$ cat src/rtl/voice_allocator_pkg.sv
// Shared types and default widths for the voice allocator.
package voice_allocator_pkg;

   localparam int DEF_NV     = 4;
   localparam int DEF_NOTE_W = 7;
   localparam int DEF_AGE_W  = 8;

   // Allocator control states.
   typedef enum logic [2:0] {
      ST_IDLE   = 3'd0,
      ST_SEARCH = 3'd1,
      ST_KILL   = 3'd2,
      ST_WAIT   = 3'd3,
      ST_ISSUE  = 3'd4
   } state_e;

endpackage

$ cat src/rtl/voice_select.sv
// Combinational voice selection: held-note match, lowest free voice and
// oldest voice (max age, ties to the lowest index).
module voice_select
   import voice_allocator_pkg::*;
#(
   parameter int NV     = DEF_NV,
   parameter int NOTE_W = DEF_NOTE_W,
   parameter int AGE_W  = DEF_AGE_W,
   parameter int IDX_W  = $clog2(NV)
) (
   input  logic [NV-1:0]             held,
   input  logic [NV-1:0]             busy,
   input  logic [NV-1:0][NOTE_W-1:0] notes,
   input  logic [NV-1:0][AGE_W-1:0]  ages,
   input  logic [NOTE_W-1:0]         key,
   output logic                      match_found,
   output logic [IDX_W-1:0]          match_idx,
   output logic                      free_found,
   output logic [IDX_W-1:0]          free_idx,
   output logic [IDX_W-1:0]          oldest_idx
);

   logic [AGE_W-1:0] best_age;

   // Priority encoders; the descending scans leave the lowest index as winner.
   always_comb begin
      match_found = 1'b0;
      match_idx   = '0;
      free_found  = 1'b0;
      free_idx    = '0;
      oldest_idx  = '0;
      best_age    = ages[0];
      for (int i = NV - 1; i >= 0; i--) begin
         if (held[i] && (notes[i] == key)) begin
            match_found = 1'b1;
            match_idx   = IDX_W'(i);
         end
         if (!held[i] && !busy[i]) begin
            free_found = 1'b1;
            free_idx   = IDX_W'(i);
         end
      end
      // Strict compare keeps the earlier (lower) index on equal ages.
      for (int i = 1; i < NV; i++) begin
         if (ages[i] > best_age) begin
            best_age   = ages[i];
            oldest_idx = IDX_W'(i);
         end
      end
   end

endmodule

$ cat src/rtl/voice_allocator.sv
// Polyphonic voice allocator: maps key press/release commands onto NV
// envelope-generator voices, retriggering, using free voices or stealing
// the oldest one.
//
// Handshake: a command transfers on a rising clk edge where
// cmd_valid & cmd_ready are both 1; cmd_ready is high only while idle, and
// cmd_on/cmd_note are captured on that same edge.
module voice_allocator
   import voice_allocator_pkg::*;
#(
   parameter int NV     = DEF_NV,
   parameter int NOTE_W = DEF_NOTE_W,
   parameter int AGE_W  = DEF_AGE_W
) (
   input  logic                 clk,
   input  logic                 rst,
   input  logic                 cmd_valid,
   input  logic                 cmd_on,
   input  logic [NOTE_W-1:0]    cmd_note,
   output logic                 cmd_ready,
   input  logic [NV-1:0]        voice_busy,
   output logic [NV-1:0]        note_on,
   output logic [NV-1:0]        note_off,
   output logic [NV*NOTE_W-1:0] voice_note,
   output logic [NV-1:0]        voice_held,
   output logic                 stolen,
   output logic [2:0]           dbg_state
);

   localparam int IDX_W = $clog2(NV);

   state_e                     state_q, state_d;
   logic                       on_q, on_d;
   logic [NOTE_W-1:0]          key_q, key_d;
   logic [IDX_W-1:0]           voice_q, voice_d;
   logic                       steal_q, steal_d;
   logic [NV-1:0]              held_q, held_d;
   logic [NV-1:0][NOTE_W-1:0]  note_q, note_d;
   logic [NV-1:0][AGE_W-1:0]   age_q, age_d;

   logic                       match_found, free_found;
   logic [IDX_W-1:0]           match_idx, free_idx, oldest_idx;

   voice_select #(
      .NV     (NV),
      .NOTE_W (NOTE_W),
      .AGE_W  (AGE_W),
      .IDX_W  (IDX_W)
   ) u_select (
      .held        (held_q),
      .busy        (voice_busy),
      .notes       (note_q),
      .ages        (age_q),
      .key         (key_q),
      .match_found (match_found),
      .match_idx   (match_idx),
      .free_found  (free_found),
      .free_idx    (free_idx),
      .oldest_idx  (oldest_idx)
   );

   // Next-state logic; held/note change on entry to KILL/ISSUE so they are
   // already visible while the matching pulse is out.
   always_comb begin
      state_d = state_q;
      on_d    = on_q;
      key_d   = key_q;
      voice_d = voice_q;
      steal_d = steal_q;
      held_d  = held_q;
      note_d  = note_q;
      age_d   = age_q;
      case (state_q)
         ST_IDLE: begin
            if (cmd_valid) begin
               on_d    = cmd_on;
               key_d   = cmd_note;
               state_d = ST_SEARCH;
            end
         end
         ST_SEARCH: begin
            if (!on_q) begin
               if (match_found) begin
                  voice_d           = match_idx;
                  held_d[match_idx] = 1'b0;
                  state_d           = ST_KILL;
               end else begin
                  state_d = ST_IDLE;
               end
            end else if (match_found) begin
               voice_d           = match_idx;
               steal_d           = 1'b0;
               held_d[match_idx] = 1'b0;
               state_d           = ST_KILL;
            end else if (free_found) begin
               voice_d          = free_idx;
               steal_d          = 1'b0;
               held_d[free_idx] = 1'b1;
               note_d[free_idx] = key_q;
               state_d          = ST_ISSUE;
            end else begin
               voice_d            = oldest_idx;
               steal_d            = 1'b1;
               held_d[oldest_idx] = 1'b0;
               state_d            = ST_KILL;
            end
         end
         ST_KILL: begin
            // A release ends after its note_off; a press waits for the voice.
            state_d = on_q ? ST_WAIT : ST_IDLE;
         end
         ST_WAIT: begin
            if (!voice_busy[voice_q]) begin
               held_d[voice_q] = 1'b1;
               note_d[voice_q] = key_q;
               state_d         = ST_ISSUE;
            end
         end
         ST_ISSUE: begin
            for (int i = 0; i < NV; i++) begin
               if (IDX_W'(i) == voice_q) begin
                  age_d[i] = '0;
               end else if (held_q[i] && (age_q[i] != {AGE_W{1'b1}})) begin
                  age_d[i] = age_q[i] + AGE_W'(1);
               end
            end
            state_d = ST_IDLE;
         end
         default: state_d = ST_IDLE;
      endcase
   end

   // State and voice bookkeeping registers with synchronous reset.
   always_ff @(posedge clk) begin
      if (rst) begin
         state_q <= ST_IDLE;
         on_q    <= 1'b0;
         key_q   <= '0;
         voice_q <= '0;
         steal_q <= 1'b0;
         held_q  <= '0;
         note_q  <= '0;
         age_q   <= '0;
      end else begin
         state_q <= state_d;
         on_q    <= on_d;
         key_q   <= key_d;
         voice_q <= voice_d;
         steal_q <= steal_d;
         held_q  <= held_d;
         note_q  <= note_d;
         age_q   <= age_d;
      end
   end

   // Pulses decode purely from state, so a reset can never leave one pending.
   assign cmd_ready  = (state_q == ST_IDLE);
   assign note_on    = (state_q == ST_ISSUE) ? (NV'(1) << voice_q) : '0;
   assign note_off   = (state_q == ST_KILL)  ? (NV'(1) << voice_q) : '0;
   assign stolen     = (state_q == ST_ISSUE) && steal_q;
   assign voice_held = held_q;
   assign voice_note = note_q;
   assign dbg_state  = state_q;

endmodule

$ cat config.mk
export PLATFORM = sky130hd
export DESIGN_NAME = voice_allocator
export DESIGN_NICKNAME = d
export VERILOG_FILES = /design/src/rtl/voice_allocator_pkg.sv /design/src/rtl/voice_select.sv /design/src/rtl/voice_allocator.sv
export SDC_FILE = /design/constraint.sdc
export NUM_CORES = 1
export LEC_CHECK = 0
export CAP_MARGIN = 20
export CORE_ASPECT_RATIO = 1.4
export CORE_MARGIN = 2
export CORE_UTILIZATION = 61
export CTS_CLUSTER_SIZE = 20
export DETAILED_ROUTE_END_ITERATION = 6
export PLACE_DENSITY_LB_ADDON = 0.2
export SLEW_MARGIN = 20
export SYNTH_ARGS = -nofsm -noshare
export SYNTH_HDL_FRONTEND = slang
export SYNTH_SLANG_ARGS = --single-unit
export TNS_END_PERCENT = 100
$ cat constraint.sdc
create_clock -name clk -period 12.2 [get_ports clk]
set_input_delay 1.83 -clock clk [delete_from_list [all_inputs] [get_ports clk]]
set_output_delay 1.83 -clock clk [all_outputs]
set_load 0.02 [all_outputs]
# Word level (Yosys, flattened, before mapping)
# Cells that the tools add are included.
# classes
add_sub_neg,4
order_cmp,11
shifts,1
n_reduce_logical,43
muxes,72
bitwise_logic,6
eq_ne,21
# op_table
cell,n
$mux 28,4
$mux 8,10
$bwmux 28,2
$pmux 28 s2,1
$add 8x1->8 const B,4
$mux 2,16
$ne 8x8->1 const B,4
$demux 7 s2,2
$eq 7x7->1,4
$mux 4,7
$gt 8x8->1,3
$logic_and 1x1->1,17
$mux 1,16
$reduce_and 2->1,8
$mux 3,5
$mux 7,2
$lt 2x3->1 const B,4
$pmux 3 s4,1
$reduce_bool 2->1,6
$ne 2x2->1 const B,5
$and 4x4->4,2
$demux 1 s2,4
$ge 2x1->1 const B,4
$logic_not 1->1,8
other kinds (15),19
# word_totals
word_cells,172
reg_bits,78
output_inout_bits,45

# Depth between registers and ports, before layout
# Gate-level depths: netlist of run 1.
# logic_depth
depth_word,16
mapped_depth,24

# Hierarchy
# A second synthesis of run 1 with hierarchy kept.
# hier_totals
hier_cells,638
area_unflattened_um2,5161.2
# by_module_without_submodules
module,area_each_um2,instances,cells_per_inst
voice_allocator,3802.4,1,454
voice_select,1358.8,1,184

# Least setup slack after synthesis of run 1
# Ideal clock, no wire load.
# synth_path
kind,reg-to-reg
from,register age_q[5] (netlist bit)
to,"register held_q[3], in the netlist voice_held[3]"
setup_time_ns,0.095
synth_period_minus_slack_ns,4.617
t_arrival_ns,4.522
slack_ns,7.583
stages_incl_launch_ff,24
path_buffers,2
path_cell_list,dfxtp_1 inv_1 ha_1 a21o_1 a21oi_1 nor2b_1 o31ai_1 buf_2 mux2i_1 ha_1 nor2b_1 o211ai_1 a21oi_1 o22ai_2 clkbuf_1 o21ai_0 ha_1 nor2b_1 o211ai_1 a21oi_1 o31ai_1 nor2_1 a22o_1 a221oi_1
# synth_via
elab_chain_cells,16
# synth_lines
element,line,text
from (decl),voice_allocator.sv:39,"logic [NV-1:0][AGE_W-1:0] age_q, age_d;"
from (signal assigned),voice_allocator.sv:152,age_q <= age_d;
$gt 8x8->1,voice_select.sv:45,if (ages[i] > best_age) begin
$mux 8,voice_select.sv:45,
$gt 8x8->1,voice_select.sv:45,
$mux 8,voice_select.sv:45,
$gt 8x8->1,voice_select.sv:45,
$mux 2 *,voice_select.sv:45,
$lt 2x3->1 (not written as such) / $ge 2x1->1 (equally long branches),voice_allocator.sv:104,held_d[oldest_idx] = 1'b0;
$logic_and 1x1->1 (not written as such),voice_allocator.sv:104,
$mux 1 (not written as such),voice_allocator.sv:104,
$demux 1 s2 *,voice_allocator.sv:104,
$not 4->4 (no source line) *,--,
$and 4x4->4 (no source line) *,--,
$mux 4 *,voice_allocator.sv:95,end else if (free_found) begin
$mux 4 *,voice_allocator.sv:90,end else if (match_found) begin
$mux 4 *,voice_allocator.sv:82,if (!on_q) begin
$pmux 4 s2 *,voice_allocator.sv:73,case (state_q)
to (signal assigned),voice_allocator.sv:150,held_q <= held_d;
to (decl),voice_allocator.sv:37,"logic [NV-1:0] held_q, held_d;"
# Every way passes the cells marked *; elsewhere a longest branch is shown, timed or not.
# A chain may end at the register's enable or synchronous reset.

# Worst setup path after layout of run 1
# layout_path
from,register age_q[3] (netlist bit)
to,"register held_q[1], in the netlist voice_held[1]"
# Same word-level chain as after synthesis.

==> flow_results.org, run 1 <==
** Run status
- Outcome :: finished, final reports clean

** STA
- Worst-Margin Slew :: 939 ps
- Normalized max-slew margin :: 0.366
- Setup violations remaining at the end of the flow were counted as 0.
- Final-layout worst hold slack :: 454 ps
- Final Hold Violating Endpoints :: 0
- Final number of max-transition violations :: 0
- Crit share post-route :: 0.435
- RSZ-0062 raised after global routing :: no
- The clock arrives with 14.5 ps of skew.
- Maximum clock frequency :: 0.189 GHz
- Final critical-path required period :: 5300 ps
- Final sum of negative setup slack :: 0 ps

** Clocking
- Maximum level of the CTS H-tree :: 3
- The number of setup buffers added after CTS is 0.
- Clock sink total :: 78
- Number of buffers created by CTS :: 9
- Buffers inserted to repair hold after CTS numbered 0.
- CTS placed an instance of sky130_fd_sc_hd__clkbuf_8 at the clock tree root.
- Insertion delay of the later-clocked pin in the worst-skew pair :: 360 ps
- Clock transition at path regs :: 80 ps
- TritonCTS built the clock tree.
- Post-CTS repair changed the size of 0 cells.
- Clock Path Buffers :: 2

** Setup path
- End point of the critical path :: voice_held[1]
- Depth of the critical timing path with buffers and inverters included :: 20
- The critical path is of the register to register type.
- Worst path cell trace :: inv_1 > ha_1 > a21oi_1 > a21oi_1 > o31ai_2 > buf_4 > mux2i_1 > ha_1 > a211oi_1 > o21bai_1 > o22ai_2 > o21ai_0 > ha_1 > nor2b_1 > o211ai_1 > a21oi_1 > o31ai_1 > nand2_1 > o41ai_1 > a211oi_1
- For the worst setup path, the data arrival time is 5510 ps.
- Critical Path Start :: age_q[3]
- Together, buffers and inverters on the worst path number 2.
- For this design, the slowest cell found on the critical path is sky130_fd_sc_hd__o22ai_2.
- Category of the worst setup path launch point :: register
- Largest stage delay, worst path :: 490 ps
- Critical R2R Capture :: voice_held[1]
- Among cell families on the critical path, the largest total delay comes from compound AO/OA/AOI/OAI gates.
- FF-to-FF Start :: age_q[3]
- Measured in cells, the most critical reg-to-reg path has a length of 20.
- Worst R2R Setup Slack :: 6900 ps
- CP Capture Type :: register
- For the worst setup path, the data required time is 12400 ps.
- CP Max Fanout :: 18

** Layout
- Final design instance area without fill :: 5650 um^2
- In the final layout, the share of cells above drive strength 1 is 0.0597.
- Total number of nets in the final design :: 675
- The filler cells instantiated in the layout total 621.
- Area Overhead vs Synth :: 15.8%
- The multi-input combinational cells in the finished layout cover a total of 3060 um^2.
- Ant. Diodes :: 0
- Footprint of the flip-flops and latches :: 1560 um^2

** Placed design
- Summing all placed instances gives a cell area of 5440 um^2.
- After legalization and detailed placement, the total HPWL measured 9.37 mm.
- Port-buffer cells :: 59
- Routability-driven placement congestion ratio :: 0.995

** Synth
- The number of different library cells used by synthesis comes to 60.
- Of the synthesized area, sequential elements account for 0.320.
- Count of state elements after synthesis :: 78
- Top cells by instance count after synthesis :: sky130_fd_sc_hd__dfxtp_1 (78), sky130_fd_sc_hd__nor2_1 (75), sky130_fd_sc_hd__nand2_1 (54)
- The biggest area contributor in the post-synthesis netlist is sky130_fd_sc_hd__dfxtp_1.
- When the netlist entered floorplanning its net count stood at 628.
- The most used flip-flop cell after synthesis is sky130_fd_sc_hd__dfxtp_1.
- Count of flip-flops with a built-in enable after synthesis :: 0
- Summing every instance area after synthesis gives 4870 um^2.
- Counting every instance in the synthesized netlist gives 585.
- After synthesis, the mean cell area works out to 8.33 um^2.
- Of the post-synthesis cell area, the dominant cell type holds 0.320.
- The most common cell in the synthesized netlist is sky130_fd_sc_hd__dfxtp_1.
- Yosys printed 0 warnings.
- In the synthesized netlist the async set-or-reset flop fraction comes to 0.
- Leading post-synthesis cells by cell area :: sky130_fd_sc_hd__dfxtp_1 (32%), sky130_fd_sc_hd__ha_1 (7.2%), sky130_fd_sc_hd__xnor2_1 (5.9%)

** Die
- In this run the count of I/O pins placed on the die edge is 60.
- Die Span X :: 79.6 um
- The floorplan step set the die height to 110 um.
- Placeable Area :: 7750 um^2
- Die area :: 8730 um^2
- Site row count :: 38
- Starting utilization of the core area :: 0.629

** Power
- Max rail drop VDD :: 0.0779 mV
- In this run the power density over the cells is 89.6 nW/um^2.
- Leak pwr :: 0.00233 uW

** Detailed routing
- Via density per instance :: 6.09
- In the routed design, unresolved DRC markers number 0.
- Number of antenna-violating nets in the routed design :: 0
- Aggregate routed wire length :: 12.7 mm
- Vias after detailed routing :: 4492
- For this block, the initial DRC count from the detailed router was 260.
- Routed wire length per instance :: 17.2 um
- Detailed-routing iteration count for the pre-antenna-repair pass :: 5

** GRT
- Vias in the first global route :: 4559
- Entering global routing, the biggest net connects 46 pins.
- GR Overflow Total :: 0
- For this run, the total global-route usage over all layers was measured as 0.308.
- The first global-routing pass estimated 21.1 mm of wire.
- Antenna violations before repair :: 0

** Flow run
- The tool flagged a number of max-cap violations equal to 0.

** Hold path
- Kind of path behind the tightest hold check :: register to register
[placed cells by master, fill, tap and decap left out, types with 11 or more instances in the layout]
| cell type | n |
|---|---|
| sky130_fd_sc_hd__mux2i_1 | 28 |
| sky130_fd_sc_hd__inv_1 | 25 |
| sky130_fd_sc_hd__nand3_1 | 18 |
| sky130_fd_sc_hd__ha_1 | 28 |
| sky130_fd_sc_hd__dfxtp_1 | 78 |
| sky130_fd_sc_hd__clkdlybuf4s50_1 | 59 |
| sky130_fd_sc_hd__a21oi_1 | 32 |
| sky130_fd_sc_hd__nand4_1 | 21 |
| sky130_fd_sc_hd__nor3_1 | 14 |
| sky130_fd_sc_hd__o21ai_0 | 21 |
| sky130_fd_sc_hd__xor2_1 | 14 |
| sky130_fd_sc_hd__xnor2_1 | 33 |
| sky130_fd_sc_hd__and3_1 | 11 |
| sky130_fd_sc_hd__nand2_1 | 54 |
| sky130_fd_sc_hd__nor2_1 | 75 |
[worst min path at each step]
| stage | end | slack [ps] | from | cells after the start |
|---|---|---|---|---|
| 3_3_place_gp | steal_q | 440 | steal_q | 2 |
| 3_5_place_dp | steal_q | 440 | steal_q | 2 |
| 5_1_grt | steal_q | 490 | steal_q | 2 |
| 2_1_floorplan | steal_q | 430 | steal_q | 2 |
| 6_report | steal_q | 450 | steal_q | 2 |
| 4_1_cts | steal_q | 450 | steal_q | 2 |
[state kept, by name, indices dropped and copies added, names as in the netlist]
register    cells
voice_q         2
voice_held      4
key_q           7
dbg_state       3
voice_note     28
steal_q         1
on_q            1
age_q          32
[kinds of logic after synthesis]
group / count (synthesis) / share of synthesized area
compound gates: 114 / 0.163
xor+xnor: 47 / 0.0844
fa+ha+maj: 28 / 0.0719
buf+inv: 50 / 0.0529
simple gates: 237 / 0.241
flops: 78 / 0.320
mux: 31 / 0.0667
[worst register-to-register path: stages, from the launching register on]
cell and delay, ps:
sky130_fd_sc_hd__dfxtp_1 450, sky130_fd_sc_hd__inv_1 110, sky130_fd_sc_hd__ha_1 340, sky130_fd_sc_hd__a21oi_1 160
sky130_fd_sc_hd__a21oi_1 90, sky130_fd_sc_hd__o31ai_2 440, sky130_fd_sc_hd__buf_4 280, sky130_fd_sc_hd__mux2i_1 290
sky130_fd_sc_hd__ha_1 300, sky130_fd_sc_hd__a211oi_1 230, sky130_fd_sc_hd__o21bai_1 120, sky130_fd_sc_hd__o22ai_2 490
sky130_fd_sc_hd__o21ai_0 190, sky130_fd_sc_hd__ha_1 310, sky130_fd_sc_hd__nor2b_1 130, sky130_fd_sc_hd__o211ai_1 170
sky130_fd_sc_hd__a21oi_1 90, sky130_fd_sc_hd__o31ai_1 350, sky130_fd_sc_hd__nand2_1 160, sky130_fd_sc_hd__o41ai_1 320
sky130_fd_sc_hd__a211oi_1 120
[area by class of cell]
cell class / count / share of cell area
clock buffers: 11 / 0.0250
clock inverters: 5 / 0.0104
inverters: 25 / 0.0166
multi-input cells: 457 / 0.542
flip-flops and latches: 78 / 0.277
well taps: 100 / 0.0222
repair buffers: 61 / 0.107
[report_power, final]
group | leakage (uW) | switching (uW) | total (uW) | internal, uW
sequential | 0.000630 | 8.97 | 266 | 257
clock | 0.0000955 | 97.4 | 197 | 100
combinational | 0.00160 | 24.4 | 42.3 | 17.9
[per-layer routing]
metal  track usage  vias to the layer above  wire, um
met5             0                        -         0
met4         0.176                        0       450
met3        0.0402                       38       545
met2         0.564                      155      6660
met1         0.337                     2114      5040
li1              -                     2185         -
[per-stage QoR]
step                power, uW   util  cells  worst slack [ps]
finish                    506  0.729    737              6900
global route              521  0.729    737              6440
CTS                       506  0.728    736              6680
detailed placement        314  0.702    720              6700
global placement          313  0.702    720              6910
floorplan                 301      -    585              7580
Note: power is estimated with default switching activity, not from simulation.
==> run 2: changes to the inputs <==
Settings changed: CORE_UTILIZATION 61 to 51.
Clock period 12.2 ns to 4.53 ns, I/O delays scaled along.
==> flow_results.org, run 2 (synthesized netlist as in run 1, its figures left out) <==
** Run status
- Outcome :: finished, final reports clean

** Detailed routing
- The detailed router placed 4727 vias in this run.
- The detailed router finished its first iteration with 228 violations.
- Residual DRC :: 0
- Via density per instance :: 6.10
- Routed wire length per instance :: 17.9 um
- Aggregate routed wire length :: 13.9 mm
- Number of antenna-violating nets in the routed design :: 0
- Detailed-routing iteration count for the pre-antenna-repair pass :: 6

** Layout
- Fill cell total of the finished layout :: 774
- Ant. Diodes :: 0
- Number of flip-flops in the largest register :: 32
- Commonest non-fill, non-tap cells in the layout :: sky130_fd_sc_hd__nor2_1 (74), sky130_fd_sc_hd__dfxtp_1 (70), sky130_fd_sc_hd__clkdlybuf4s50_1 (59), sky130_fd_sc_hd__nand2_1 (52), sky130_fd_sc_hd__xnor2_1 (33)
- Non-Filler Instances :: 775
- Final design instance area without fill :: 6310 um^2
- Total number of nets in the final design :: 704
- From synthesis to final layout, the design area changed by 29.5%.
- The library cell used most frequently in the layout, excluding fill and tap cells, is sky130_fd_sc_hd__nor2_1.
- The register with the most flip-flops in the final layout is age_q.
- Fraction of final layout cells with drive strength greater than 1 :: 0.165

** Power
- Fraction of power consumed by sequential logic :: 0.441
- P per Cell Area :: 258 nW/um^2
- Of the total power, combinational logic draws 0.071.
- Proportion of total power due to net switching :: 0.232
- For this design the static power due to leakage is 0.00256 uW.
- Max rail drop VDD :: 0.213 mV
- Summed over all nets, the switching power comes to 378 uW.
- Fraction of power consumed by the clock network :: 0.488
- Cell Int Power :: 1250 uW

** Die
- In this run the horizontal extent of the chip is 86.6 um.
- # IOs :: 60
- Die area :: 10400 um^2
- Placeable Area :: 9350 um^2
- For this configuration, the core starts out at a cell density of 0.521.
- The die is 120 um tall.
- Site row count :: 42

** Clocking
- Maximum level of the CTS H-tree :: 3
- Clock transition at path regs :: 60 ps
- Number of buffers created by CTS :: 9
- Clock tree from TritonCTS :: built
- Clock sink total :: 78
- Quantity of hold-fixing buffers added after cts :: 0
- Clock tree synthesis selected as its root buffer the cell sky130_fd_sc_hd__clkbuf_16.
- Insertion delay of the later-clocked pin in the worst-skew pair :: 340 ps
- In this run the deepest clock path goes through 2 buffers.

** Setup path
- Cell family with the largest share of critical-path delay :: compound AO/OA/AOI/OAI gates
- The worst setup path is launched from a register.
- Critical R2R Capture :: voice_held[2]
- CP Max Fanout :: 8
- Worst Path Buf+Inv :: 4
- The worst register-to-register path has a depth of 24.
- Crit path DAT :: 4730 ps
- CP Capture Type :: register
- The setup path with the least slack is of type register to register.
- FF-to-FF Start :: age_q[4]
- Setup slack on the worst reg-to-reg path comes out at 50 ps.
- Data on the critical path is required at its endpoint by 4780 ps.
- For this design, the slowest cell found on the critical path is sky130_fd_sc_hd__dfxtp_2.
- For this run, the slowest stage of the critical path takes 330 ps.
- Walking the worst path, the cells encountered are inv_1 > ha_1 > a21o_1 > a21oi_2 > nor2b_1 > o31ai_2 > buf_6 > mux2i_4 > ha_4 > nor2b_4 > o211ai_1 > a21oi_1 > o22ai_2 > buf_4 > mux2_4 > ha_4 > nor2b_4 > o211ai_1 > a21oi_2 > o31ai_4 > buf_4 > nand2_1 > o211ai_2 > a221oi_2.
- Depth of the critical timing path with buffers and inverters included :: 24

** GRT
- GR Overflow Total :: 0
- Entering global routing, the biggest net connects 46 pins.
- Vias in the first global route :: 4563
- Global-route wire length before repair :: 22.0 mm
- Overall Global Routing Usage :: 0.270
- The initial antenna violation count is 0.

** Hold path
- Hold path depth :: 2
- Kind of path behind the tightest hold check :: register to register
- Hold-critical path endpoint :: steal_q
- Hold path startpoint :: steal_q

** Flow run
- # Max-Cap Violations :: 0

** STA
- Setup violations remaining at the end of the flow were counted as 0.
- Final Hold Violating Endpoints :: 0
- Final sum of negative setup slack :: 0 ps
- Worst-Margin Slew :: 897 ps
- The max-slew violation total from the final report was 0.
- Worst Skew :: 8.17 ps
- Final hold analysis gives a worst-case slack of 455 ps.
- Setup slack closes at 50.4 ps.
- Crit share post-route :: 0.989
- Derived from the worst setup path, the maximum achievable clock frequency is 0.223 GHz.
- Final critical-path required period :: 4480 ps
- Normalized max-slew margin :: 0.402

** Placed design
- Summing all placed instances gives a cell area of 5570 um^2.
- OpenSTA, run right after detailed placement, puts the worst setup slack at -261 ps.
- Instance count after placement with tap cells included :: 746
- Routability-driven placement congestion ratio :: 0.939
- Post-DP HPWL :: 9.81 mm
- Port-buffer cells :: 59
==> run 2: cell count changes in the layout (fill, tap and decap cells not counted), sizes merged <==
cell | before | now
bufinv | 1 | 2
buf | 2 | 31
clkinvlp | 2 | 0
==> run 2: worst min-delay path, stage by stage (launching register included) <==
cell	delay (ps)
sky130_fd_sc_hd__dfxtp_1	310
sky130_fd_sc_hd__nand2_1	50
sky130_fd_sc_hd__a21oi_1	50
==> run 2: worst max-delay path by stage <==
| stage | startpoint | end | slack, ps |
|---|---|---|---|
| floorplan | age_q[5] | voice_held[3] | 20 |
| global placement | age_q[5] | voice_held[1] | -60 |
| detailed placement | age_q[5] | voice_held[1] | -260 |
| CTS | age_q[4] | voice_held[1] | 6 |
| global route | age_q[4] | voice_held[3] | -90 |
| finish | age_q[4] | voice_held[2] | 50 |
==> run 2: area by class of cell <==
cell class / instances / area (um^2) / share of cell area
timing repair buffer: 90 / 846 / 0.134
sequential: 78 / 1570 / 0.249
inverter: 25 / 96.3 / 0.0153
clock inverter: 4 / 70.1 / 0.0111
tap: 110 / 138 / 0.0218
clock buffer: 11 / 253 / 0.0400
multi-input combinational: 457 / 3340 / 0.529
==> run 2: power groups by stage <==
stage | Combinational [uW] | Clock, uW | Sequential, uW
2_1_floorplan | 94.5 | 0 | 715
3_3_place_gp | 112 | 0 | 732
3_5_place_dp | 113 | 0 | 733
4_1_cts | 115 | 801 | 717
5_1_grt | 127 | 839 | 718
6_report | 115 | 795 | 718
==> run 2: through the flow <==
step | power (uW) | utilization
3_5_place_dp | 846 | 0.596
2_1_floorplan | 810 | -
6_report | 1630 | 0.675
4_1_cts | 1630 | 0.649
3_3_place_gp | 844 | 0.596
5_1_grt | 1680 | 0.675
==> run 2: per-layer routing <==
layer  vias up  track usage  wire length, um
li1       2232            -                -
met4         0        0.157              776
met5         -            0                0
met3        54       0.0564              660
met1      2264        0.301             5340
met2       177        0.464             7100
==> run 2: what timing repair did <==
| item | in CTS | in global routing |
|---|---|---|
| gates resized for setup | 23 | 40 |
| setup endpoints to repair | 6 | 6 |
| pin swaps | 18 | 26 |
| setup buffers | 11 | 4 |
==> RTL change 1 (flow settings as in run 1) <==
Reset style: asynchronous (`rst`), changed in one clocked block. Comments in the files are not updated.
--- a/src/rtl/voice_allocator.sv
+++ b/src/rtl/voice_allocator.sv
@@ -131,7 +131,7 @@
    end
 
    // State and voice bookkeeping registers with synchronous reset.
-   always_ff @(posedge clk) begin
+   always_ff @(posedge clk or posedge rst) begin
       if (rst) begin
          state_q <= ST_IDLE;
          on_q    <= 1'b0;
Behaviour: differs if rst is asserted again (counterexample within 4 cycles, from zero or initial values and one cycle with rst high); with rst held inactive, the same outputs for 4 cycles.
==> RTL change 1 against run 1 <==
  * First-iteration DRC count shrank 18%
  * Clock skew shrank 0.0030 ns
  * Synthesized area grew 1.2%
  * Die area grew 1.2%
  * Sequential cell count is the same
  * Count of clock-buffer cells in the layout shrank 1
  * Final cell count shrank 12%
  * Setup slack lost 0.44 ns
  * Sequential share of layout area grew 6.3 points
  * Routed wire length shrank 6.8%
  * Final area grew 1.9%
  * Global-route usage shrank 2.3 points
  * Critical endpoint is now voice_held[0]$_DFFE_PP0P_
Power is left out: it rests on default switching activity, and per cell area and clock period it moved more than threefold.
==> RTL change 1: results (changes against run 1) <==
- CLK BUF: 10 (-1)
- Via-to-Cell Ratio: 6.12 (+0.42%)
- Final Critical Period: 5.75 ns (+0.443 ns)
- Fill count: 589 (-5.2%)
- Outcome: complete, no violations
- Synth Area in Compound Gates: 11.6% (-4.7 points)
- RR Endpoint: voice_held[0]$_DFFE_PP0P_
- Worst Tran Pin Value: 1.01 ns (+0.0724 ns)
- Post-synth ARST share: 100% (+100 points)
- R2R setup slack: 6.45 ns (-0.44 ns)
- Final #Nets: 586 (-13%)
- Routed wire length: 11.8 mm (-6.8%)
- First-pass GRT wire length: 19.8 mm (-6.4%)
- Synth cell types: 59 (-1.7%)
- Cell count after synthesis: 487 (-17%)
- Critical-path top delay cell: a21oi_1
- GRT Overall Usage: 28.5% (-2.3 points)
- Largest net degree at the start of global routing: 79 (+72%)
- Top post-synthesis cells by count: 78 x dfrtp_1, 46 x nor2_1, 37 x mux2_2
- CP Launch Point: age_q[6]$_DFFE_PP0P_
- Worst Clk Skew: 0.0114 ns (-0.00301 ns)
- Vias in the first global route: 4160 (-8.8%)
- Worst Reg-to-Reg Cells: 21 (+5.0%)
- Critical Path AT: 5.97 ns (+0.46 ns)
- Crit Path Max Fanout: 12 (-6)
- Critical Path Max Stage Delay: 0.79 ns (+0.30 ns)
- Seq. cell area: 1950 µm² (+25%)
- Non-filler instance count after layout: 647 (-12%)
- Register area share after synthesis: 39.6% (+7.5 points)
- 1st-iter DRT viols: 213 (-18%)
- Synth Area in XOR/XNOR: 8.34% (-0.10 points)
- Synth top area cells: dfrtp_1 40%, mux2_2 8.4%, ha_1 7.1%
- Multi-input gates: 366 (-20%)
- Area of the multi-input gates: 2770 µm² (-9.6%)
- Total nets after synthesis: 530 (-16%)
- Adder and majority gate portion of the synthesized area: 7.10% (-0.087 points)
==> RTL change 1: changes by cell type after synthesis, moves of 5 or more <==
cell             run 1  this run
nor2_1              75        46
a21boi_1             7         0
o21a_1               7         2
dfxtp_1             78         0
nand2_1             54        34
mux2_4               0         7
dfrtp_1              0        78
mux2i_1             28        10
nand3_1             18         6
a21oi_1             32        21
mux2_2               2        37
nor4_1               6         1
o21ai_0             21        26
clkbuf_1            12         5
==> RTL change 1: worst min-delay path by stage <==
stage / slack [ns] / endpoint / cells after the start / startpoint
after floorplan: 0.44 / steal_q$_DFFE_PP0P_ / 2 / steal_q$_DFFE_PP0P_
after global placement: 0.48 / steal_q$_DFFE_PP0P_ / 2 / steal_q$_DFFE_PP0P_
after detailed placement: 0.48 / steal_q$_DFFE_PP0P_ / 2 / steal_q$_DFFE_PP0P_
after CTS: 0.50 / steal_q$_DFFE_PP0P_ / 2 / steal_q$_DFFE_PP0P_
after global routing: 0.55 / steal_q$_DFFE_PP0P_ / 2 / steal_q$_DFFE_PP0P_
final: 0.49 / steal_q$_DFFE_PP0P_ / 2 / steal_q$_DFFE_PP0P_
==> RTL change 1: metal layers <==
| layer | wire length, µm | track usage [%] | part of all wire [%] | vias up |
|---|---|---|---|---|
| met5 | 0 | 0 | 0 | - |
| met4 | 509 | 14.1 | 4.3 | 0 |
| met2 | 6230 | 49.2 | 53 | 124 |
| li1 | - | - | - | 1848 |
| met1 | 4600 | 32.6 | 39 | 1945 |
| met3 | 486 | 6.05 | 4.1 | 43 |
==> RTL change 1: metrics by stage <==
stage                     area [µm²]  hold WS [ns]
final                           5750         0.491
after global routing            5750         0.547
after CTS                       5750         0.495
after detailed placement        5550         0.478
after global placement          5550         0.480
after floorplan                 4930         0.442
==> RTL change 2 (settings of run 1) <==
Without the edit above. Change the package constant `DEF_AGE_W` from 8 to 7.
--- a/src/rtl/voice_allocator_pkg.sv
+++ b/src/rtl/voice_allocator_pkg.sv
@@ -3,7 +3,7 @@
 
    localparam int DEF_NV     = 4;
    localparam int DEF_NOTE_W = 7;
-   localparam int DEF_AGE_W  = 8;
+   localparam int DEF_AGE_W  = 7;
 
    // Allocator control states.
    typedef enum logic [2:0] {
Check against the original RTL: same outputs for any inputs over 4 cycles, from zero or initial values and one cycle with rst high; that may be too few to reach the edited logic, so the function may still have changed.
==> RTL change 2 against run 1 <==
  * Sequential share of layout area increased by 0.055 points
  * Power grew 6.3%
  * Combinational power grew 4%
  * Final cell count is 6.8% lower
  * Critical path depth up 1
  * Sequential cell count decreased by 4
  * Synthesized area is 7.0% lower
  * Final area decreased by 5.3%
  * Routed wire length is 10% lower
  * Count of clock-buffer cells in the layout fell by 1
  * Setup slack got worse by 0.13 ns
==> RTL change 2: results (changes against run 1) <==
- Outcome: complete, no violations
- WHS Path Cells: 2 (unchanged)
- HP Class: reg -> reg
- Dpl cell area: 5100 µm² (-6.3%)
- Kind of cell adding the most delay to the critical path: compound AO/OA/AOI/OAI gates
- Critical Path Max Stage Delay: 0.57 ns (+0.08 ns)
- Port bufs: 59 (unchanged)
- Largest net degree at the start of global routing: 67 (+46%)
- Final #Nets: 625 (-7.4%)
- CTS buffer count: 9 (unchanged)
- Warnings, synthesis: 0 (unchanged)
- Routed via count: 4075 (-9.3%)
- Register area share after synthesis: 32.7% (+0.64 points)
- GRT Overall Usage: 28.5% (-2.3 points)
- Worst Clk Skew: 0.0128 ns (-0.00165 ns)
- Post-Place Worst Slack: 6.92 ns (+0.220 ns)
- Synth top area cells: dfxtp_1 33%, mux2i_1 8.4%, xnor2_1 7.5%
- Fill count: 568 (-8.5%)
- R2R setup slack: 6.77 ns (-0.13 ns)
- Crit Path Class: reg -> reg
- Fin Hold WS: 0.461 ns (+0.00659 ns)
- Vias in the first global route: 3980 (-13%)
- Share of layout cells above drive strength 1: 6.61% (+0.64 points)
- Worst Tran Pin Value: 1.07 ns (+0.126 ns)
- Critical-path top delay cell: nor2_1
- Synth cell types: 56 (-6.7%)
- Clk Latency, worst-skew pair: 0.36 ns (about the same)
- Leak pwr: 2.02 nW (-13%)
- Drt first pass iters: 5 (unchanged)
- Root Driver: clkbuf_8
- Hold Path Origin: steal_q$_SDFFE_PP0P_
- 1st-iter DRT viols: 220 (-15%)
- Number of diodes: 0 (unchanged)
- Critical Path AT: 5.62 ns (+0.11 ns)
- CTS Hold Buffers Added: 0 (unchanged)
- Peak supply drop: 0.0758 mV (-2.7%)
- Crit Path Max Fanout: 10 (-8)
- Wire per inst: 16.6 µm (-3.4%)
- H-tree depth: 3 (unchanged)
- Worst Reg-to-Reg Cells: 21 (+5.0%)
- CP Launch Point: age_q[4]$_SDFFE_PP0P_
- CTS clk-pin slew, worst paths: 0.09 ns
- Maximum root-to-sink buffer count: 2 (unchanged)
- Post-synth ARST share: 0% (unchanged)
- First-pass GRT wire length: 18.6 mm (-12%)
- Total nets after synthesis: 576 (-8.3%)
- GPL Wtd Cong: 1.03 (+3.0%)
- RR Endpoint: voice_held[0]$_SDFFE_PP0P_
- Synth area leader: dfxtp_1
- Post-CTS sizing: 0 (unchanged)
- Detail Placement HPWL: 8.56 mm (-8.7%)
- Top post-synthesis cells by count: 88 x nor2_1, 74 x dfxtp_1, 41 x nand2_1
- WHS Endpoint: steal_q$_SDFFE_PP0P_
- Power per cell area: 101 nW/µm² (+12%)
## RTL change 2: kinds of logic after synthesis
group	share of synthesized area, %
flops	32.7
compound gates	13.3
mux	10.1
xor+xnor	8.31
simple gates	23.8
fa+ha+maj	6.90
buf+inv	4.94
## RTL change 2: metal layers
layer	global-route usage (%)	wire, µm	up-vias
met4	17.8	451	0
met3	4.24	549	46
met1	28.7	4250	1920
li1	-	-	1963
met5	0	0	-
met2	54.1	6170	146
## RTL change 2: worst register-to-register path, cell delays in order, from the launching register on
cell	delay (ns)
dfxtp_1	0.38
inv_1	0.09
ha_1	0.29
and3_1	0.22
a221o_1	0.30
a31oi_1	0.31
a21oi_2	0.19
mux2i_1	0.20
ha_1	0.36
nand4_1	0.13
a21oi_1	0.13
nor3_1	0.09
nor2_1	0.57
mux2_2	0.41
ha_1	0.30
a211oi_1	0.26
o21bai_1	0.11
o22a_1	0.21
nor2b_1	0.21
nand3_1	0.13
o31ai_1	0.26
a211oi_1	0.10
## RTL change 2: cell type report
class                   instances  share of cell area, %
multi-input cells             420                   52.9
flip-flops and latches         74                   27.7
repair buffers                 59                   11.0
clock buffers                  10                   2.57
well taps                      97                   2.27
clock inverters                 6                   2.11
inverters                      21                   1.47
## RTL change 2: power by group
part           switching, W  internal (W)  leakage (nW)
Clock             0.0000979      0.000142         0.127
Sequential       0.00000930      0.000244         0.598
Combinational     0.0000245     0.0000197          1.30
Total              0.000132      0.000406          2.02
## RTL change 2: per-stage QoR
step / cells / total power [W]
2_1_floorplan: 536 / 0.000291
3_3_place_gp: 671 / 0.000302
3_5_place_dp: 671 / 0.000303
4_1_cts: 687 / 0.000539
5_1_grt: 687 / 0.000552
6_report: 687 / 0.000538
